<file path="src/rtl/l2cache_control_pkg.sv">
// Shared widths and types for the L2 cache controller and its datapath hooks.
package l2cache_control_pkg;

    localparam int unsigned L2_WAYS    = 4;
    localparam int unsigned L2_WAY_W   = 2;
    localparam int unsigned L2_PLRU_W  = 3;
    localparam int unsigned MISS_CNT_W = 16;

    typedef logic [L2_WAY_W-1:0]   lc3b_l2_way;
    typedef logic [L2_PLRU_W-1:0]  lc3b_l2_plru;
    typedef logic [L2_WAYS-1:0]    lc3b_l2_way_mask;
    typedef logic [MISS_CNT_W-1:0] l2_miss_count_t;

    // One-hot per-way enable selecting way w.
    function automatic lc3b_l2_way_mask way_onehot(input lc3b_l2_way w);
        return lc3b_l2_way_mask'(1) << w;
    endfunction

endpackage

</file>
<file path="src/rtl/l2cache_control_if.sv">
// CPU bus, memory bus and datapath control signals of the L2 cache controller.
interface l2cache_control_if;
    import l2cache_control_pkg::*;

    // CPU side
    logic            cpu_cyc;
    logic            cpu_stb;
    logic            cpu_we;
    logic            cpu_ack;
    // Memory side
    logic            mem_cyc;
    logic            mem_stb;
    logic            mem_we;
    logic            mem_ack;
    // Datapath status
    logic            hit;
    lc3b_l2_way      hit_way;
    logic            victim_dirty;
    lc3b_l2_plru     plru_out;
    // Datapath control
    logic            plru_write;
    lc3b_l2_plru     plru_in;
    lc3b_l2_way      victim_way;
    lc3b_l2_way_mask way_write;
    lc3b_l2_way_mask valid_write;
    logic            valid_in;
    lc3b_l2_way_mask dirty_write;
    logic            dirty_in;
    logic            datainmux_sel;
    logic            memaddrmux_sel;
    l2_miss_count_t  miss_count;

    // Controller view.
    modport master (
        input  cpu_cyc, cpu_stb, cpu_we, mem_ack,
        input  hit, hit_way, victim_dirty, plru_out,
        output cpu_ack, mem_cyc, mem_stb, mem_we,
        output plru_write, plru_in, victim_way,
        output way_write, valid_write, valid_in,
        output dirty_write, dirty_in,
        output datainmux_sel, memaddrmux_sel, miss_count
    );

    // Environment view (CPU, memory and datapath together).
    modport slave (
        output cpu_cyc, cpu_stb, cpu_we, mem_ack,
        output hit, hit_way, victim_dirty, plru_out,
        input  cpu_ack, mem_cyc, mem_stb, mem_we,
        input  plru_write, plru_in, victim_way,
        input  way_write, valid_write, valid_in,
        input  dirty_write, dirty_in,
        input  datainmux_sel, memaddrmux_sel, miss_count
    );

endinterface

</file>
<file path="src/rtl/l2plru_logic.sv">
// Tree pseudo-LRU for a 4-way set: victim selection and post-access update.
module l2plru_logic
    import l2cache_control_pkg::*;
(
    input  lc3b_l2_plru plru_i,
    input  lc3b_l2_way  access_way_i,
    output lc3b_l2_way  victim_c_o,
    output lc3b_l2_plru plru_update_c_o
);

    // Root bit picks the pair, the pair's bit picks the way within it.
    always_comb begin
        if (!plru_i[0]) victim_c_o = {1'b0, plru_i[1]};
        else            victim_c_o = {1'b1, plru_i[2]};
    end

    // Point every bit on the accessed way's path away from it; other bits keep.
    always_comb begin
        plru_update_c_o    = plru_i;
        plru_update_c_o[0] = ~access_way_i[1];
        if (!access_way_i[1]) plru_update_c_o[1] = ~access_way_i[0];
        else                  plru_update_c_o[2] = ~access_way_i[0];
    end

endmodule

</file>
<file path="src/rtl/l2cache_control.sv">
// L2 cache controller: hit/miss handling, dirty writeback, line fill, miss counter.
module l2cache_control
    import l2cache_control_pkg::*;
(
    input  logic              clk,
    input  logic              rst,
    l2cache_control_if.master bus
);

    typedef enum logic [1:0] {
        IDLE      = 2'd0,
        CHECK     = 2'd1,
        WRITEBACK = 2'd2,
        ALLOCATE  = 2'd3
    } state_e;

    localparam l2_miss_count_t MISS_MAX = '1;

    state_e         state_q, state_d;
    lc3b_l2_way     victim_q, victim_d;
    l2_miss_count_t miss_count_q, miss_count_d;

    lc3b_l2_way     plru_victim_c;
    lc3b_l2_plru    plru_update_c;

    l2plru_logic u_plru (
        .plru_i          (bus.plru_out),
        .access_way_i    (bus.hit_way),
        .victim_c_o      (plru_victim_c),
        .plru_update_c_o (plru_update_c)
    );

    // State, latched victim and miss counter.
    always_ff @(posedge clk or posedge rst) begin
        if (rst) begin
            state_q      <= IDLE;
            victim_q     <= '0;
            miss_count_q <= '0;
        end else begin
            state_q      <= state_d;
            victim_q     <= victim_d;
            miss_count_q <= miss_count_d;
        end
    end

    // Next-state logic and per-state control outputs.
    always_comb begin
        state_d            = state_q;
        victim_d           = victim_q;
        miss_count_d       = miss_count_q;
        bus.cpu_ack        = 1'b0;
        bus.mem_cyc        = 1'b0;
        bus.mem_stb        = 1'b0;
        bus.mem_we         = 1'b0;
        bus.plru_write     = 1'b0;
        bus.plru_in        = '0;
        bus.way_write      = '0;
        bus.valid_write    = '0;
        bus.valid_in       = 1'b0;
        bus.dirty_write    = '0;
        bus.dirty_in       = 1'b0;
        bus.datainmux_sel  = 1'b0;
        bus.memaddrmux_sel = 1'b0;

        case (state_q)
            IDLE: begin
                if (bus.cpu_cyc && bus.cpu_stb) state_d = CHECK;
            end

            CHECK: begin
                if (bus.hit) begin
                    bus.cpu_ack    = 1'b1;
                    bus.plru_write = 1'b1;
                    bus.plru_in    = plru_update_c;
                    if (bus.cpu_we) begin
                        bus.way_write     = way_onehot(bus.hit_way);
                        bus.dirty_write   = way_onehot(bus.hit_way);
                        bus.dirty_in      = 1'b1;
                        bus.datainmux_sel = 1'b1;
                    end
                    state_d = IDLE;
                end else begin
                    // Victim is frozen here and held until the fill writes it.
                    victim_d = plru_victim_c;
                    if (miss_count_q != MISS_MAX) begin
                        miss_count_d = miss_count_q + l2_miss_count_t'(1);
                    end
                    state_d = bus.victim_dirty ? WRITEBACK : ALLOCATE;
                end
            end

            WRITEBACK: begin
                // The memory transaction runs to completion regardless of cpu_cyc.
                bus.mem_cyc        = 1'b1;
                bus.mem_stb        = 1'b1;
                bus.mem_we         = 1'b1;
                bus.memaddrmux_sel = 1'b1;
                if (bus.mem_ack) state_d = ALLOCATE;
            end

            ALLOCATE: begin
                bus.mem_cyc = 1'b1;
                bus.mem_stb = 1'b1;
                if (bus.mem_ack) begin
                    bus.way_write   = way_onehot(victim_q);
                    bus.valid_write = way_onehot(victim_q);
                    bus.valid_in    = 1'b1;
                    bus.dirty_write = way_onehot(victim_q);
                    bus.dirty_in    = 1'b0;
                    state_d         = CHECK;
                end
            end

            default: state_d = IDLE;
        endcase
    end

    assign bus.victim_way = victim_q;
    assign bus.miss_count = miss_count_q;

endmodule

</file>
<file path="src/flat_wrapper.sv">
// flat-port wrapper written by rule: the top's interface ports become plain ports
module l2cache_control_flat import l2cache_control_pkg::*;
  (clk, rst, bus_cpu_cyc, bus_cpu_stb, bus_cpu_we, bus_mem_ack, bus_hit, bus_hit_way, bus_victim_dirty, bus_plru_out, bus_cpu_ack, bus_mem_cyc, bus_mem_stb, bus_mem_we, bus_plru_write, bus_plru_in, bus_victim_way, bus_way_write, bus_valid_write, bus_valid_in, bus_dirty_write, bus_dirty_in, bus_datainmux_sel, bus_memaddrmux_sel, bus_miss_count);
  l2cache_control_if bus_i ();
  input  logic clk;
  input  logic rst;
  input wire logic [$bits(bus_i.cpu_cyc)-1:0] bus_cpu_cyc;
  input wire logic [$bits(bus_i.cpu_stb)-1:0] bus_cpu_stb;
  input wire logic [$bits(bus_i.cpu_we)-1:0] bus_cpu_we;
  input wire logic [$bits(bus_i.mem_ack)-1:0] bus_mem_ack;
  input wire logic [$bits(bus_i.hit)-1:0] bus_hit;
  input wire logic [$bits(bus_i.hit_way)-1:0] bus_hit_way;
  input wire logic [$bits(bus_i.victim_dirty)-1:0] bus_victim_dirty;
  input wire logic [$bits(bus_i.plru_out)-1:0] bus_plru_out;
  output wire logic [$bits(bus_i.cpu_ack)-1:0] bus_cpu_ack;
  output wire logic [$bits(bus_i.mem_cyc)-1:0] bus_mem_cyc;
  output wire logic [$bits(bus_i.mem_stb)-1:0] bus_mem_stb;
  output wire logic [$bits(bus_i.mem_we)-1:0] bus_mem_we;
  output wire logic [$bits(bus_i.plru_write)-1:0] bus_plru_write;
  output wire logic [$bits(bus_i.plru_in)-1:0] bus_plru_in;
  output wire logic [$bits(bus_i.victim_way)-1:0] bus_victim_way;
  output wire logic [$bits(bus_i.way_write)-1:0] bus_way_write;
  output wire logic [$bits(bus_i.valid_write)-1:0] bus_valid_write;
  output wire logic [$bits(bus_i.valid_in)-1:0] bus_valid_in;
  output wire logic [$bits(bus_i.dirty_write)-1:0] bus_dirty_write;
  output wire logic [$bits(bus_i.dirty_in)-1:0] bus_dirty_in;
  output wire logic [$bits(bus_i.datainmux_sel)-1:0] bus_datainmux_sel;
  output wire logic [$bits(bus_i.memaddrmux_sel)-1:0] bus_memaddrmux_sel;
  output wire logic [$bits(bus_i.miss_count)-1:0] bus_miss_count;
  assign bus_i.cpu_cyc = bus_cpu_cyc;
  assign bus_i.cpu_stb = bus_cpu_stb;
  assign bus_i.cpu_we = bus_cpu_we;
  assign bus_i.mem_ack = bus_mem_ack;
  assign bus_i.hit = bus_hit;
  assign bus_i.hit_way = bus_hit_way;
  assign bus_i.victim_dirty = bus_victim_dirty;
  assign bus_i.plru_out = bus_plru_out;
  assign bus_cpu_ack = bus_i.cpu_ack;
  assign bus_mem_cyc = bus_i.mem_cyc;
  assign bus_mem_stb = bus_i.mem_stb;
  assign bus_mem_we = bus_i.mem_we;
  assign bus_plru_write = bus_i.plru_write;
  assign bus_plru_in = bus_i.plru_in;
  assign bus_victim_way = bus_i.victim_way;
  assign bus_way_write = bus_i.way_write;
  assign bus_valid_write = bus_i.valid_write;
  assign bus_valid_in = bus_i.valid_in;
  assign bus_dirty_write = bus_i.dirty_write;
  assign bus_dirty_in = bus_i.dirty_in;
  assign bus_datainmux_sel = bus_i.datainmux_sel;
  assign bus_memaddrmux_sel = bus_i.memaddrmux_sel;
  assign bus_miss_count = bus_i.miss_count;
  l2cache_control u_core (.clk(clk), .rst(rst), .bus(bus_i));
endmodule
</file>
<file path="config.mk">
export PLATFORM = sky130hd
export DESIGN_NAME = l2cache_control_flat
export DESIGN_NICKNAME = d
export VERILOG_FILES = /design/src/rtl/l2cache_control_pkg.sv /design/src/rtl/l2cache_control_if.sv /design/src/rtl/l2plru_logic.sv /design/src/rtl/l2cache_control.sv /design/src/flat_wrapper.sv
export SDC_FILE = /design/constraint.sdc
export NUM_CORES = 1
export LEC_CHECK = 0
export ABC_AREA = 1
export CORE_MARGIN = 2
export CORE_UTILIZATION = 48
export DETAILED_ROUTE_END_ITERATION = 16
export HOLD_SLACK_MARGIN = 0.15
export PLACE_DENSITY = 0.84
export SLEW_MARGIN = 40
export SYNTH_ARGS = -nofsm -noshare
export SYNTH_HDL_FRONTEND = slang
export SYNTH_SLANG_ARGS = --single-unit
export TNS_END_PERCENT = 1
</file>
<file path="constraint.sdc">
create_clock -name clk -period 4.6 [get_ports clk]
set_input_delay 0.92 -clock clk [delete_from_list [all_inputs] [get_ports clk]]
set_output_delay 0.92 -clock clk [all_outputs]
set_load 0.03 [all_outputs]
</file>
---- Yosys cells after proc, flatten, opt, wreduce, memory -nomap -nowiden ----
Index checks and enable logic that the tools add are counted.
storage, ports and cells
  word-level logic and storage cells ...... 47
  bits in latches ......................... 0
  register bits ........................... 20
  memories kept ........................... 0
  RAM bits ................................ 0
  output and inout bits ................... 42
  memory bits (read-only) ................. 0
operators by class
  reduce and logical (&&, ||, !) cells .... 6
  $add $sub $neg .......................... 1
  divide/modulo/power cells ............... 0
  multiplexer cells ....................... 25
  shift operators ......................... 2
  equal/unequal tests ..................... 7
  $mul .................................... 0
  order comparisons ....................... 0
  bitwise operators ....................... 3
operator list
  operator               count
  $add 16x1->16 const B  1
  $mux 4                 4
  $ne 16x16->1 const B   1
  $mux 1                 12
  $mux 2                 5
  $pmux 2 s4             1
  $pmux 4 s2             1
  $shl 1x2->4 const A    2
  $mux 3                 2
  $reduce_and 3->1       2
  $eq 2x2->1 const B     2
  $ne 2x2->1 const B     2
  $not 1->1              3
  $eq 2x1->1 const B     1
  $logic_not 2->1        1
  $ne 2x1->1 const B     1
  $reduce_and 2->1       1
  $reduce_or 2->1        1
  $logic_and 1x1->1      1

---- Longest topological paths before layout ----
  depth in word-level cells ............... 4
  depth in mapped cells ................... 10
  mapped depth without buffers ............ 10

---- By module ----
A second synthesis with hierarchy kept.
unflattened totals
  cell total of the unflattened synthesis .. 229
  area, all modules ....................... 1526.5 um2
by module, submodules not included
  module           sequential area each (um2)  cells each  area each (um2)  instances
  l2cache_control  500.5                       217         1476.4           1
  l2plru_logic     0.0                         12          50.0             1

---- Worst setup path after synthesis ----
No wires, ideal clock.
  path type ............................... input -> output
  start ................................... input port bus_mem_ack
  end ..................................... output port bus_way_write[1]
  stages on the path ...................... 5
  data arrival time ....................... 2.372 ns
  path buffers ............................ 1
  slack ................................... 1.308 ns
  path through ............................ nand2_1 -> inv_1 -> nand2_1 -> o21ai_0 -> buf_4
between the ends
  word-level cells in the longest chain between the ends .. 2
RTL lines
  item                RTL line            text
  start: declaration  flat_wrapper.sv:10  input wire logic [$bits(bus_i.mem_ack)-1:0] bus_mem_ack;
  $mux 4              --
  $pmux 4 s2          --
  end: declaration    flat_wrapper.sv:22  output wire logic [$bits(bus_i.way_write)-1:0] bus_way_write;
Every way passes these cells.

---- Worst setup path in the final report ----
  start ................................... input port bus_hit
  end ..................................... output port bus_dirty_write[1]
between the ends
  word-level cells in the longest chain between the ends .. 2
RTL lines
  item                RTL line               text
  start: declaration  flat_wrapper.sv:11     input wire logic [$bits(bus_i.hit)-1:0] bus_hit;
  $mux 4              l2cache_control.sv:71  if (bus.hit) begin
  $pmux 4 s2          l2cache_control.sv:65  case (state_q)
  end: declaration    flat_wrapper.sv:25     output wire logic [$bits(bus_i.dirty_write)-1:0] bus_dirty_write;
Every way passes these cells.

==> flow_summary.toml <==
[sta]
whs_ns = 0.579
tns_ns = 0
hold_viol_final = 0
rsz0062_at_grt = "no"
min_period_ns = 3.61
slew_viol_final = 0
worstMarginPinSlew_ns = 0.717
skew_ns = 0.00790
setup_viol = 0
finalCritPeriodShare = 0.786
clock.fmax_mhz = 277
relSlewSlack = 0.519

[yosys]
ys_seq_area_frac = 0.342
synthesis.instances = 210
yosysWarnings = 0
muxShareOfSynthArea = 0
yosysTopAreaCell = "dfrtp_1"
synth_largest_type_area_fraction = 0.342
syn-num-nets = 228
ys_async_sr_fraction = 1.00
syn_area_um2 = 1470
syn_area_per_cell_um2 = 6.98
synth_compound_area_frac = 0.0922
synthAdderAreaFrac = 0.0427
ys_seq_elements = 20
yosys.area_share.simple = 0.359
ys_top_cells_by_area = "dfrtp_1 (34%), nand2_1 (18%), nor2_1 (6.7%)"
yosys.cell_types.count = 26
synth-edff-count = 0
ys.flop_type = "dfrtp_1"
synth_top_family_by_area = "simple AND/OR/NAND/NOR gates"
synth_xor_xnor_area_share = 0.0418

[clock_network]
ctsHoldBuffers = 0
cts_setup_buffers = 0
htreeDepth = 1
cts.sinks = 20
numCtsBuffers = 3
clk_path_buf_depth = 2
cts-resized-gates = 0
clk_latency_ns = 0.31
clk_pin_slew_ns = 0.11
cts_root_buf = "clkbuf_4"
cts_tree = "yes"

[floorplanning]
die_w_um = 59.3
io_pins = 55
die_h_um = 59.3
rows = 20
start_util = 0.492
core-area_um2 = 2980
dieArea_um2 = 3510

[cells_and_area]
finalNetCount = 277
area_delta_synth_final_pct = 35.6
drive_above_1_share = 0.0700
final_common_cell = "nand2_1"
diodes = 0
final_cell_mix = "nand2_1 (71), clkdlybuf4s50_1 (54), nor2_1 (26)"

[critical_path]
required_ns = 3.68
cp-start-kind = "input port"
critPathCaptureType = "output port"
ff2ff_setup_slack_ns = 2.90
critPathArrivalTime_ns = 2.69
crit_type = "input port to output port"
path_max_fanout = 5

[route]
ant_nets = 0
post_drt_wl_per_cell_um = 11.6
drc = 0
num_vias = 1473
avgViaCountPerCell = 5.08
first_pass_iters = 4
wl_um = 3370
drt_iter0_markers = 40

[placed_design]
io_buffers = 54
gp_congestion = 0.871
place.detailed.hpwl_um = 2650

[global_routing]
grt_max_degree = 21
overflow = 0
grt_pass1_vias = 1338
grt_util_all_layers = 0.217
grt_first_pass_wirelength_um = 5790
antenna_found_initial = 0

[flow_run]
drv_cap = 0

[run_status]
status = "finished, final reports clean"

[hold_path]
min_path_type = "register to register"

[pwr]
cellLeakagePower_uw = 0.000867
power_density_nw_per_um2 = 465
peakVddDrop_mv = 0.325
## registers in the layout, summed over array words and instances (netlist names)
name / cells
u_core.bus.miss_count: 16
u_core.bus.victim_way: 2
u_core.state_q: 2
## kinds of logic after synthesis
kind of cell,Yosys count
AND/OR/NAND/NOR,120
buffers and inverters,36
XOR/XNOR,7
AO/OA/AOI/OAI,22
flip-flops,20
adder cells (fa/ha/maj),5
## where the power goes
group          total, uW  leakage (uW)  switching, uW  internal, uW
Sequential           292      0.000260           67.3           225
Clock               85.6     0.0000138           55.0          30.6
Combinational        547      0.000594            334           213
Total                925      0.000867            456           469
## final cells by class
type                            instances  area [um^2]
Multi-Input combinational cell        154          785
Tap cell                               33         41.3
Clock buffer                            3         22.5
Sequential cell                        20          500
Fill cell                             264          991
Timing Repair Buffer                   54          541
Inverter                               26         97.6
## cell usage after synthesis (2+ instances only)
cell,count
nor2_4,4
o21ai_2,2
ha_1,5
buf_4,8
xor2_1,2
inv_1,25
dfrtp_1,20
nand4_1,5
nand2_1,71
nor2_1,26
a21oi_1,4
o21ai_0,6
o21ai_1,4
a31o_2,3
xnor2_1,5
nand2_2,3
buf_6,2
nand3_1,7
## routing by layer
| layer | vias up | part of all wire | track usage |
|---|---|---|---|
| met3 | 5 | 0.068 | 0.0371 |
| met2 | 44 | 0.47 | 0.385 |
| met5 | - | 0 | 0 |
| met1 | 670 | 0.45 | 0.258 |
| li1 | 754 | - | - |
| met4 | 0 | 0.016 | 0.0877 |
## critical path, stage by stage
cell	delay, ns
clkdlybuf4s50_1	0.52
nand2_1	0.10
inv_1	0.10
nand2_1	0.05
inv_1	0.12
nand2_1	0.06
o21ai_0	0.10
clkdlybuf4s50_1	0.71
## worst paths after layout
check / start / endpoint / depth (start not counted)
max: bus_hit / bus_dirty_write[1] / 8
min: u_core.bus.miss_count[1] / u_core.bus.miss_count[1] / 2
max reg2reg: u_core.state_q[1] / u_core.bus.miss_count[10] / 8
min reg2reg: u_core.bus.miss_count[1] / u_core.bus.miss_count[1] / 2
max in group asynchronous: rst / u_core.state_q[0] / 2
min in group asynchronous: rst / u_core.bus.miss_count[13] / 2
## stage by stage
step | total power (uW) | area (um^2) | util | worst slack, ns | instances
floorplan | 661 | 1470 | - | 1.31 | 210
global placement | 838 | 1960 | 0.660 | 0.998 | 287
detailed placement | 848 | 1960 | 0.660 | 0.968 | 287
CTS | 933 | 1990 | 0.667 | 0.973 | 290
global route | 993 | 1990 | 0.667 | 0.856 | 290
finish | 925 | 1990 | 0.667 | 0.985 | 290
(Power assumes the default switching activity.)
